===== config.mk =====
export PLATFORM = sky130hd
export DESIGN_NAME = cla_pipe_adder
export DESIGN_NICKNAME = d
export VERILOG_FILES = /design/src/rtl/cla_pkg.sv /design/src/rtl/cla_group4.sv /design/src/rtl/cla_pipe_adder.sv
export SDC_FILE = /design/constraint.sdc
export NUM_CORES = 1
export LEC_CHECK = 0
export BUFFER_PORTS_ARGS = -buffer_cell sky130_fd_sc_hd__buf_4
export CAP_MARGIN = 20
export CORE_UTILIZATION = 49
export CTS_BUF_LIST = sky130_fd_sc_hd__clkbuf_16
export DETAILED_ROUTE_END_ITERATION = 8
export PLACE_DENSITY = 0.76
export SETUP_SLACK_MARGIN = 0.5
export SLEW_MARGIN = 20
export SYNTH_ARGS = -nofsm -noshare
export SYNTH_HDL_FRONTEND = slang
export SYNTH_SLANG_ARGS = --single-unit

===== constraint.sdc =====
create_clock -name clk -period 1.8 [get_ports clk]
set_input_delay 0.09 -clock clk [delete_from_list [all_inputs] [get_ports clk]]
set_output_delay 0.09 -clock clk [all_outputs]
set_load 0.01 [all_outputs]

===== src/rtl/cla_pkg.sv =====
// Shared carry-lookahead definitions: group width and group generate/propagate.
// Latency: none (constants and a pure function).
// Backpressure: not applicable.
package cla_pkg;

  localparam int CLA_GROUP = 4;

  typedef struct packed {
    logic g;
    logic p;
  } grp_gp_t;

  // Group generate/propagate of a 4-bit slice from its per-bit g/p terms.
  function automatic grp_gp_t cla_group_gp(input logic [3:0] g, input logic [3:0] p);
    grp_gp_t r;
    r.g = g[3] | (p[3] & g[2]) | (p[3] & p[2] & g[1]) | (p[3] & p[2] & p[1] & g[0]);
    r.p = &p;
    return r;
  endfunction

endpackage


===== src/rtl/cla_group4.sv =====
// 4-bit lookahead group: internal carries plus group generate/propagate.
// Latency: combinational.
// Backpressure: not applicable.
module cla_group4
  import cla_pkg::*;
(
  input  logic [3:0] g,
  input  logic [3:0] p,
  input  logic       c_in,
  output logic [3:1] c,
  output logic       grp_g,
  output logic       grp_p
);

  grp_gp_t gp;

  // Every internal carry is expanded in two levels so no carry waits on its neighbour.
  always_comb begin
    gp    = cla_group_gp(g, p);
    grp_g = gp.g;
    grp_p = gp.p;
    c[1]  = g[0] | (p[0] & c_in);
    c[2]  = g[1] | (p[1] & g[0]) | (p[1] & p[0] & c_in);
    c[3]  = g[2] | (p[2] & g[1]) | (p[2] & p[1] & g[0]) | (p[2] & p[1] & p[0] & c_in);
  end

endmodule


===== src/rtl/cla_pipe_adder.sv =====
// Two-stage pipelined carry-lookahead adder (g/p capture, then group carry resolve + sum).
// Latency: 2 cycles accept-to-out_valid; 1 beat/cycle throughput.
// Backpressure: holds up to 2 beats under out_ready=0; in_ready drops when both stages are full.
// Optional: CLA_OVF_FLAG_EN adds a registered signed-overflow output.
module cla_pipe_adder
  import cla_pkg::*;
#(
  parameter int WIDTH = 16,
  parameter int GROUP = CLA_GROUP
) (
  input  logic             clk,
  input  logic             rst_n,
  input  logic             in_valid,
  output logic             in_ready,
  input  logic [WIDTH-1:0] a,
  input  logic [WIDTH-1:0] b,
  input  logic             c_in,
  output logic             out_valid,
  input  logic             out_ready,
  output logic [WIDTH-1:0] sum,
  output logic             c_out
`ifdef CLA_OVF_FLAG_EN
  ,
  output logic             overflow
`endif
);

  localparam int NGRP = WIDTH / CLA_GROUP;

  if ((WIDTH % CLA_GROUP) != 0 || WIDTH < CLA_GROUP) begin : g_bad_width
    $fatal(1, "cla_pipe_adder: WIDTH=%0d must be a non-zero multiple of 4", WIDTH);
  end
  if (GROUP != CLA_GROUP) begin : g_bad_group
    $fatal(1, "cla_pipe_adder: GROUP=%0d is fixed at 4", GROUP);
  end

  // Stage 1 state.
  logic             s1_valid;
  logic [WIDTH-1:0] s1_g;
  logic [WIDTH-1:0] s1_p;
  logic             s1_cin;
`ifdef CLA_OVF_FLAG_EN
  logic             s1_a_msb;
  logic             s1_b_msb;
  logic             nxt_ovf;
`endif

  // Stage 2 state; the output registers are the stage-2 data registers.
  logic             s2_valid;
  logic             s1_load;
  logic             s2_load;

  // Stage 2 combinational carry network.
  logic [NGRP-1:0]  grp_g;
  logic [NGRP-1:0]  grp_p;
  logic [NGRP-1:0]  grp_cin;
  logic             nxt_cout;
  logic [WIDTH-1:0] nxt_sum;

  // Handshake: a stage may load when it is empty or its contents move on this cycle.
  always_comb begin
    s2_load   = s1_valid & (~s2_valid | out_ready);
    in_ready  = ~s1_valid | s2_load;
    s1_load   = in_valid & in_ready;
    out_valid = s2_valid;
  end

  // Pipeline occupancy flags.
  always_ff @(posedge clk or negedge rst_n) begin
    if (!rst_n) begin
      s1_valid <= 1'b0;
      s2_valid <= 1'b0;
    end else begin
      s1_valid <= s1_load | (s1_valid & ~s2_load);
      s2_valid <= s2_load | (s2_valid & ~out_ready);
    end
  end

  // Stage 1: capture per-bit generate/propagate and carry-in of an accepted beat.
  always_ff @(posedge clk or negedge rst_n) begin
    if (!rst_n) begin
      s1_g   <= '0;
      s1_p   <= '0;
      s1_cin <= 1'b0;
`ifdef CLA_OVF_FLAG_EN
      s1_a_msb <= 1'b0;
      s1_b_msb <= 1'b0;
`endif
    end else if (s1_load) begin
      s1_g   <= a & b;
      s1_p   <= a ^ b;
      s1_cin <= c_in;
`ifdef CLA_OVF_FLAG_EN
      s1_a_msb <= a[WIDTH-1];
      s1_b_msb <= b[WIDTH-1];
`endif
    end
  end

  // One lookahead unit per 4-bit slice; its entry carry comes from the group chain.
  for (genvar k = 0; k < NGRP; k++) begin : g_grp
    logic [3:1] cc;

    cla_group4 u_grp (
      .g     (s1_g[4*k +: 4]),
      .p     (s1_p[4*k +: 4]),
      .c_in  (grp_cin[k]),
      .c     (cc),
      .grp_g (grp_g[k]),
      .grp_p (grp_p[k])
    );

    assign nxt_sum[4*k +: 4] = s1_p[4*k +: 4] ^ {cc, grp_cin[k]};
  end

  // Inter-group carry chain; group G/P do not depend on the entry carry, so no loop.
  always_comb begin
    logic cc_run;
    cc_run  = s1_cin;
    grp_cin = '0;
    for (int k = 0; k < NGRP; k++) begin
      grp_cin[k] = cc_run;
      cc_run     = grp_g[k] | (grp_p[k] & cc_run);
    end
    nxt_cout = cc_run;
  end

`ifdef CLA_OVF_FLAG_EN
  // Signed overflow: like-signed operands producing a result of the other sign.
  always_comb begin
    nxt_ovf = (s1_a_msb == s1_b_msb) & (nxt_sum[WIDTH-1] != s1_a_msb);
  end
`endif

  // Stage 2: register the resolved result; held while the consumer stalls.
  always_ff @(posedge clk or negedge rst_n) begin
    if (!rst_n) begin
      sum   <= '0;
      c_out <= 1'b0;
`ifdef CLA_OVF_FLAG_EN
      overflow <= 1'b0;
`endif
    end else if (s2_load) begin
      sum   <= nxt_sum;
      c_out <= nxt_cout;
`ifdef CLA_OVF_FLAG_EN
      overflow <= nxt_ovf;
`endif
    end
  end

endmodule

Word-level counts from Yosys, hierarchy flattened
Index checks and enable logic that the tools add are counted.

storage, ports and cells
  memory bits (read-only) = 0
  memories kept = 0
  bits in latches = 0
  logic and storage cells = 129
  memory bits (writable) = 0
  output and inout bits = 19
  bits in registers = 52

operators by class
  reduce and logical (&&, ||, !) cells = 4
  $lt $le $gt $ge = 0
  mux-type cells = 0
  add/sub/neg operators = 0
  eq/ne operators = 0
  divide/modulo/power cells = 0
  multipliers = 0
  bitwise gates (word level) = 118
  shift-type cells = 0

operator list
  kind                 count
  bitwise AND 1 bit    64
  OR 1 bit             44
  bitwise AND 16 bit   1
  AND reduction 4 bit  4
  XOR 16 bit           1
  XOR 4 bit            4
  inverter 1 bit       4

Longest topological paths before layout
Gate-level depths: netlist of run 1.

  word-level depth = 12
  mapped depth = 8

Modules after synthesis
From an unflattened synthesis of run 1, not the netlist that was laid out.

unflattened totals
  cells, all modules = 210
  area, all modules = 2531.2 µm²

modules (own cells, without submodules)
  module          cells each  sequential area each (µm²)  area an instance (µm²)  instances
  cla_pipe_adder  170         1301.2                      2301.0                  1
  cla_group4      10          0.0                         57.6                    4

Worst setup path after synthesis of run 1
OpenSTA, ideal clock, no wires.

  kind = register -> register
  start point = register s1_cin
  end point = register sum[12]
  required time = 1.675 ns
  path buffers = 0
  slack = -0.001 ns
  stages on the path, launching flop included = 7
  period minus slack after synthesis = 1.801 ns
  library setup time = 0.125 ns
  data arrival time = 1.677 ns
  cells stage by stage = dfrtp_1 a211oi_2 o21ai_1 a21oi_2 o21ai_0 ha_1 mux2_2

on the way
  longest elaborated chain between the ends = 7

RTL lines
  element                 line                   source
  start, declared         cla_pipe_adder.sv:41   logic s1_cin;
  start signal, assigned  cla_pipe_adder.sv:92   s1_cin <= c_in;
  bitwise AND 1 bit       cla_pipe_adder.sv:123  cc_run = grp_g[k] | (grp_p[k] & cc_run);
  OR 1 bit                cla_pipe_adder.sv:123
  bitwise AND 1 bit       cla_pipe_adder.sv:123
  OR 1 bit                cla_pipe_adder.sv:123
  bitwise AND 1 bit       cla_pipe_adder.sv:123
  OR 1 bit                cla_pipe_adder.sv:123
  XOR 4 bit               cla_pipe_adder.sv:113  assign nxt_sum[4*k +: 4] = s1_p[4*k +: 4] ^ {cc, grp_cin[k]};
  named net nxt_sum[12]   cla_pipe_adder.sv:58   logic [WIDTH-1:0] nxt_sum;
  end signal, assigned    cla_pipe_adder.sv:144  sum <= nxt_sum;
  end, declared           cla_pipe_adder.sv:20   output logic [WIDTH-1:0] sum,

The timed path passes the listed nets, and every way through them passes these cells.
A chain may end at the register's enable or synchronous reset.

Final worst setup path of run 1
  start point = register s1_g[1]
  end point = register sum[9]

on the way
  longest elaborated chain between the ends = 9

RTL lines
  element                 line                   source
  start, declared         cla_pipe_adder.sv:39   logic [WIDTH-1:0] s1_g;
  start signal, assigned  cla_pipe_adder.sv:90   s1_g <= a & b;
  bitwise AND 1 bit       cla_pkg.sv:16          r.g = g[3] | (p[3] & g[2]) | (p[3] & p[2] & g[1]) | (p[3] & p[2] & p[1] & g[0]);
  OR 1 bit (2 in series)  cla_pkg.sv:16
  OR 1 bit                cla_pipe_adder.sv:123
  bitwise AND 1 bit       cla_pipe_adder.sv:123
  OR 1 bit                cla_pipe_adder.sv:123
  bitwise AND 1 bit       cla_group4.sv:22       c[1] = g[0] | (p[0] & c_in);
  OR 1 bit                cla_group4.sv:22
  XOR 4 bit               cla_pipe_adder.sv:113

No other way between the ends.

==> impl_metrics.ini, run 1 <==
[route]
drt_wl_total_mm = 6.41
firstDrtPassIters = 4
vias = 1996
post-route-drc-count = 0
drtIter0Drc = 99
wire_per_inst_um = 17.6
viasPerCell = 5.47
ant_nets = 0

[grt]
antenna_found_initial = 0
grt_pass1_wl_mm = 9.11
overflow = 0
grt_pass1_vias = 1965
grt_max_degree = 53
grt_util_all_layers = 0.226

[setup_path]
critical_path_class = register to register
worstPathArrival_ns = 1.92
cp-start-kind = register
crit_chain = o21ai_1, o21ai_1, a21oi_2, inv_1, ha_4, nor2_2, xor2_1, o21ai_1
crit_slowest_cell = dfrtp_1
critPathMostFrequentCell = o21ai_1
crit_path_max_incr_delay_ns = 0.41
critical_path.endpoint_type = register
crit_fanout = 4
path_buf_inv = 1
crit_family = compound AO/OA/AOI/OAI gates
required_ns = 1.96

[placed_design]
globalplace.congestion = 0.728
hpwl_mm = 3.57
dp.cells = 334
io_buffers = 55
placed_cell_area_mm2 = 0.00325

[timing]
clock_skew_ns = 0.00680
slew_violations = 0
finalCritPeriodShare = 0.974
setup_tns_ns = 0
clock.fmax_mhz = 571
min_period_ns = 1.75
finalHoldViolCount = 0
setup_viol = 0
worstMarginPinSlew_ns = 0.644
maxSlewHeadroom = 0.570
rsz0062_at_grt = true

[power_and_ir_drop]
static-leakage-power_nw = 1.88
peakVddDrop_mv = 0.609
power.density_mw_per_mm2 = 1080

[die]
die_area_mm2 = 0.00550
io_pins = 56
dieWidth_um = 74.1
row_count = 25
core-area_mm2 = 0.00488
die_h_um = 74.1
initial_utilization = 0.523

[clocking]
clkTransAtPathRegs_ns = 0.06
clk_path_buf_depth = 2
tritoncts = built
numCtsBuffers = 5
cts.sinks = 52
cts_root_buffer = clkbuf_16
clock_latency_ns = 0.29
htree_levels = 2

[run]
maxCapViolations = 0

[layout]
fin_cells = 365
fin_area_mm2 = 0.00380
drive_gt1_frac = 0.534
nNetsFinal = 355
n_antenna_cell = 0
area_growth_pct = 49.2
final_core_utilization = 0.780

[logic_synthesis]
syn-num-nets = 267
syn_area_mm2 = 0.00255
synth_edf_count = 0
netlist_instances = 210
syn_area_per_cell_um2 = 12.1
synth_seq_cells = 52
synthFlopType = dfrtp_1
yosysWarnings = 0
ys_types = 32
ys_seq_area_frac = 0.510
async_flop_share = 1.00

[run_status]
status = completed

[worst_hold_path]
holdCritPathClass = input port to register
-- cell usage in the layout (no fill, tap or decap), types with 3 or more instances in the layout --
cell type,n
buf_4,74
xnor2_1,3
buf_16,4
ha_1,17
dfrtp_1,50
buf_6,4
o21ai_0,5
mux2_4,34
a21oi_2,5
a21oi_1,3
clkbuf_16,8
o21ai_1,12
mux2_2,3
nor2_1,10
xor2_1,7
nand2_1,17
-- final timing paths --
kind                            slack, ns  startpoint  endpoint  depth (start not counted)
max in group asynchronous            0.95       rst_n   s1_p[9]                          2
worst max-delay path                 0.05     s1_g[1]    sum[9]                          8
worst min register to register       0.48       c_out     c_out                          2
min in group asynchronous            0.38       rst_n    sum[5]                          2
worst min-delay path                 0.05        c_in    s1_cin                          2
worst max register to register       0.05     s1_g[1]    sum[9]                          8
-- synth_stat cells, types with 2 or more instances --
cell type  count  area share
o31ai_1        3      0.0088
nand2_1       19       0.028
o21ai_0       13       0.026
buf_2          3      0.0059
xor2_1         7       0.024
a21o_2         2      0.0069
dfrtp_1       52        0.51
nor3_1         3      0.0059
o21ai_1        5      0.0098
a21oi_1        6       0.012
nor2_1        13       0.019
ha_1          20       0.098
nand2b_1       3      0.0074
o21a_1         2      0.0059
a21oi_2        2      0.0069
clkbuf_1       3      0.0044
xnor2_1        3       0.010
mux2_2        37        0.16
-- timing repair --
action                                 4_1_cts  5_1_grt
setup endpoints to repair                   46       49
endpoints found under the hold margin       52        0
hold buffers                                 1        0
resized for setup                            9       23
pin swaps                                   10       15
buffers inserted                            12        5
cloned                                       3        3
-- kinds of logic after synthesis --
group	share of synthesized area
AO/OA/AOI/OAI	0.107
XOR/XNOR	0.0343
adder cells (fa/ha/maj)	0.0981
buffers and inverters	0.0118
flip-flops	0.510
multiplexers	0.163
AND/OR/NAND/NOR	0.0746
-- registers in the layout, indices dropped and copies added, names as in the netlist --
name,flops
s1_g,16
s1_p,16
sum,16
c_out,1
out_valid,1
s1_cin,1
s1_valid,1
-- report_power, final --
group          total [mW]  switching (mW)  internal, mW
registers            1.69           0.240          1.45
logic                1.55           0.655         0.897
clock network       0.884           0.384         0.500
-- layout make-up --
| type | instances | area [um2] |
|---|---|---|
| Clock inverter | 2 | 8.76 |
| Fill cell | 314 | 1070 |
| Clock buffer | 5 | 125 |
| Timing Repair Buffer | 87 | 816 |
| Tap cell | 67 | 83.8 |
| Sequential cell | 52 | 1300 |
| Multi-Input combinational cell | 151 | 1460 |
| Inverter | 1 | 3.75 |
-- metrics by stage --
stage	setup slack, ns	hold slack [ns]	power [mW]
after global placement	0.103	0.159	2.91
after global routing	-0.0305	0.0423	4.36
after detailed placement	0.0459	0.160	2.96
after floorplan	0.0998	-0.206	2.42
final	0.0475	0.0455	4.12
after CTS	0.0952	0.0401	3.98
-- per-layer routing --
metal	GRT usage	vias to the layer above	wire, um	share of wire
li1	-	929	-	-
met4	0.0940	0	180	0.028
met5	0	-	0	0
met3	0.0407	18	262	0.041
met1	0.264	986	2580	0.40
met2	0.406	63	3390	0.53
No activity file was read; power rests on OpenSTA's default activity.
==> run 2: changes to the inputs <==
CAP_MARGIN = 30   (was 20)
CORE_MARGIN = 8   (was unset)
CORE_UTILIZATION = 40   (was 49)
PLACE_DENSITY = unset   (was 0.76)
==> run 2 against run 1 <==
Net effect:
- worst hold slack got worse by 0.019 ns
- register-to-register slack about the same
- final cell count increased by 1.6%
- via count fell by 8.7%
- final area fell by 2.2%
- critical path depth shrank 2
- maximum frequency fell by 0.14%
==> impl_metrics.ini, run 2 (synthesized netlist as in run 1, its figures left out) <==
[power_and_ir_drop]
switching_share = 0.304
p_comb_frac = 0.361
peakVddDrop_mv = 0.872
p_sw_mw = 1.22
clkPwrFrac = 0.221
static-leakage-power_nw = 1.81
power_frac_seq = 0.418
power.density_mw_per_mm2 = 1080
power.internal_mw = 2.80

[grt]
antenna_found_initial = 0
overflow = 0
grt_util_all_layers = 0.129
grt_max_degree = 53
grt_pass1_wl_mm = 9.23
grt_pass1_vias = 1914

[route]
wl_met1_mm = 2.48
vias = 1823
viasPerCell = 4.91
drtIter0Drc = 60
top_layer_used = met4
firstDrtPassIters = 4
wl_met2_mm = 2.83
routed-wl-met3_um = 364
post-route-drc-count = 0
wire_per_inst_um = 15.5
drt_wl_total_mm = 5.74
ant_nets = 0

[worst_hold_path]
whs_endpoint = s1_valid
holdCritPathClass = input port to register
hold_depth = 2
hp-start = in_valid

[setup_path]
rr_worst_depth = 6
required_ns = 1.97
cp-start-kind = register
worstPathArrival_ns = 1.93
critical_path_class = register to register
r2r_slack_ns = 0.05
crit_slowest_cell = dfrtp_2
critical_path.endpoint_type = register
r2r-start = s1_cin
crit_path_max_incr_delay_ns = 0.44
rr_endpoint = sum[12]
crit_chain = a211oi_4, o21ai_2, a21oi_2, o21ai_1, ha_2, mux2_2
crit_fanout = 4

[clocking]
cts.sinks = 52
cts_root_buffer = clkbuf_16
clk_path_buf_depth = 2
clkTransAtPathRegs_ns = 0.06
clock_latency_ns = 0.29
numCtsBuffers = 5
htree_levels = 2
tritoncts = built

[die]
core-area_mm2 = 0.00624
die_h_um = 95.8
initial_utilization = 0.409
dieWidth_um = 95.8
row_count = 29
die_area_mm2 = 0.00919
io_pins = 56

[layout]
final_cell_mix = 68 x buf_4, 49 x dfrtp_1, 32 x mux2_4
drive_gt1_frac = 0.510
n_antenna_cell = 0
fin_area_mm2 = 0.00372
area_growth_pct = 45.9
fill_cells = 531
layout_commonest_cell = buf_4
largestRegisters = s1_g x16, s1_p x16, sum x16
nNetsFinal = 351

[placed_design]
post-place-ws_ns = 0.0581
placed_cell_area_mm2 = 0.00328
globalplace.congestion = 0.715
io_buffers = 55
hpwl_mm = 4.07

[timing]
slew_violations = 0
finalHoldViolCount = 0
worstMarginPinSlew_ns = 0.661
rsz0062_at_grt = true
setup_viol = 0
clock.fmax_mhz = 570
min_period_ns = 1.75
setup_ws_ns = 0.0451
maxSlewHeadroom = 0.560
clock_skew_ns = 0.00656
finalCritPeriodShare = 0.975

[run_status]
status = completed

[run]
maxCapViolations = 0
run 2: changes by cell type in the layout (fill, tap and decap cells not counted), moves of 2 or more:
cell / previous run / this run
a21oi_2: 5 / 3
mux2_4: 34 / 32
buf_4: 74 / 68
clkinv_1: 0 / 2
nor2_2: 1 / 3
buf_6: 4 / 7
a211oi_2: 2 / 0
buf_16: 4 / 2
buf_12: 1 / 5
mux2_2: 3 / 5
clkbuf_16: 8 / 5
run 2: how the worst max path moves through the flow:
| stage | cells past startpoint | startpoint | endpoint | slack (ns) |
|---|---|---|---|---|
| 2_1_floorplan | 6 | s1_p[0] | sum[12] | 0.1 |
| 3_3_place_gp | 6 | s1_g[1] | sum[7] | 0.09 |
| 3_5_place_dp | 6 | s1_g[1] | sum[7] | 0.06 |
| 4_1_cts | 8 | s1_p[0] | sum[13] | 0.09 |
| 5_1_grt | 8 | s1_cin | sum[9] | -0.05 |
| 6_report | 6 | s1_cin | sum[12] | 0.05 |
run 2: routing by layer:
metal | vias to the layer above | global-route usage
li1 | 912 | -
met1 | 868 | 0.156
met2 | 36 | 0.213
met3 | 7 | 0.0429
met4 | 0 | 0.0410
met5 | - | 0
run 2: power groups by stage:
stage	combinational [mW]	sequential, mW	clock (mW)
2_1_floorplan	0.684	1.73	0
3_3_place_gp	1.29	1.69	0
3_5_place_dp	1.30	1.69	0
4_1_cts	1.38	1.67	0.910
6_report	1.45	1.68	0.889
5_1_grt	1.59	1.72	0.951
run 2: what timing repair did:
action                                  4_1_cts  5_1_grt
hold buffers                                  1        0
pin swaps                                     7       14
resized for setup                             2       25
cloned                                        2        0
endpoints found under the hold margin        52        0
buffers inserted                              8        5
endpoints found under the setup margin       37       49
run 2: stage by stage:
stage / TNS, ns / hold WS [ns] / std cells / util / power [mW]
detailed placement: 0 / 0.164 / 348 / 0.526 / 2.99
finish: 0 / 0.0262 / 371 / 0.596 / 4.02
global placement: 0 / 0.174 / 348 / 0.526 / 2.98
floorplan: 0 / -0.206 / 210 / - / 2.42
CTS: 0 / 0.0234 / 366 / 0.573 / 3.96
global route: -0.186 / 0.0235 / 371 / 0.596 / 4.26
run 2: cell type report:
class	count	area (um2)	area share
Multi-Input combinational cell	151	1430	0.384
Sequential cell	52	1310	0.351
Clock buffer	5	125	0.0336
Clock inverter	2	7.51	0.00202
Inverter	1	3.75	0.00101
Timing Repair Buffer	83	754	0.203
Tap cell	77	96.3	0.0259
run 2: critical path: cells and delay by family (launching register included):
kind                       cells  cell delay (ns)
adders and majority gates      1             0.25
DFF                            1             0.44
AOI/OAI and AO/OA              4             0.70
muxes                          1             0.25
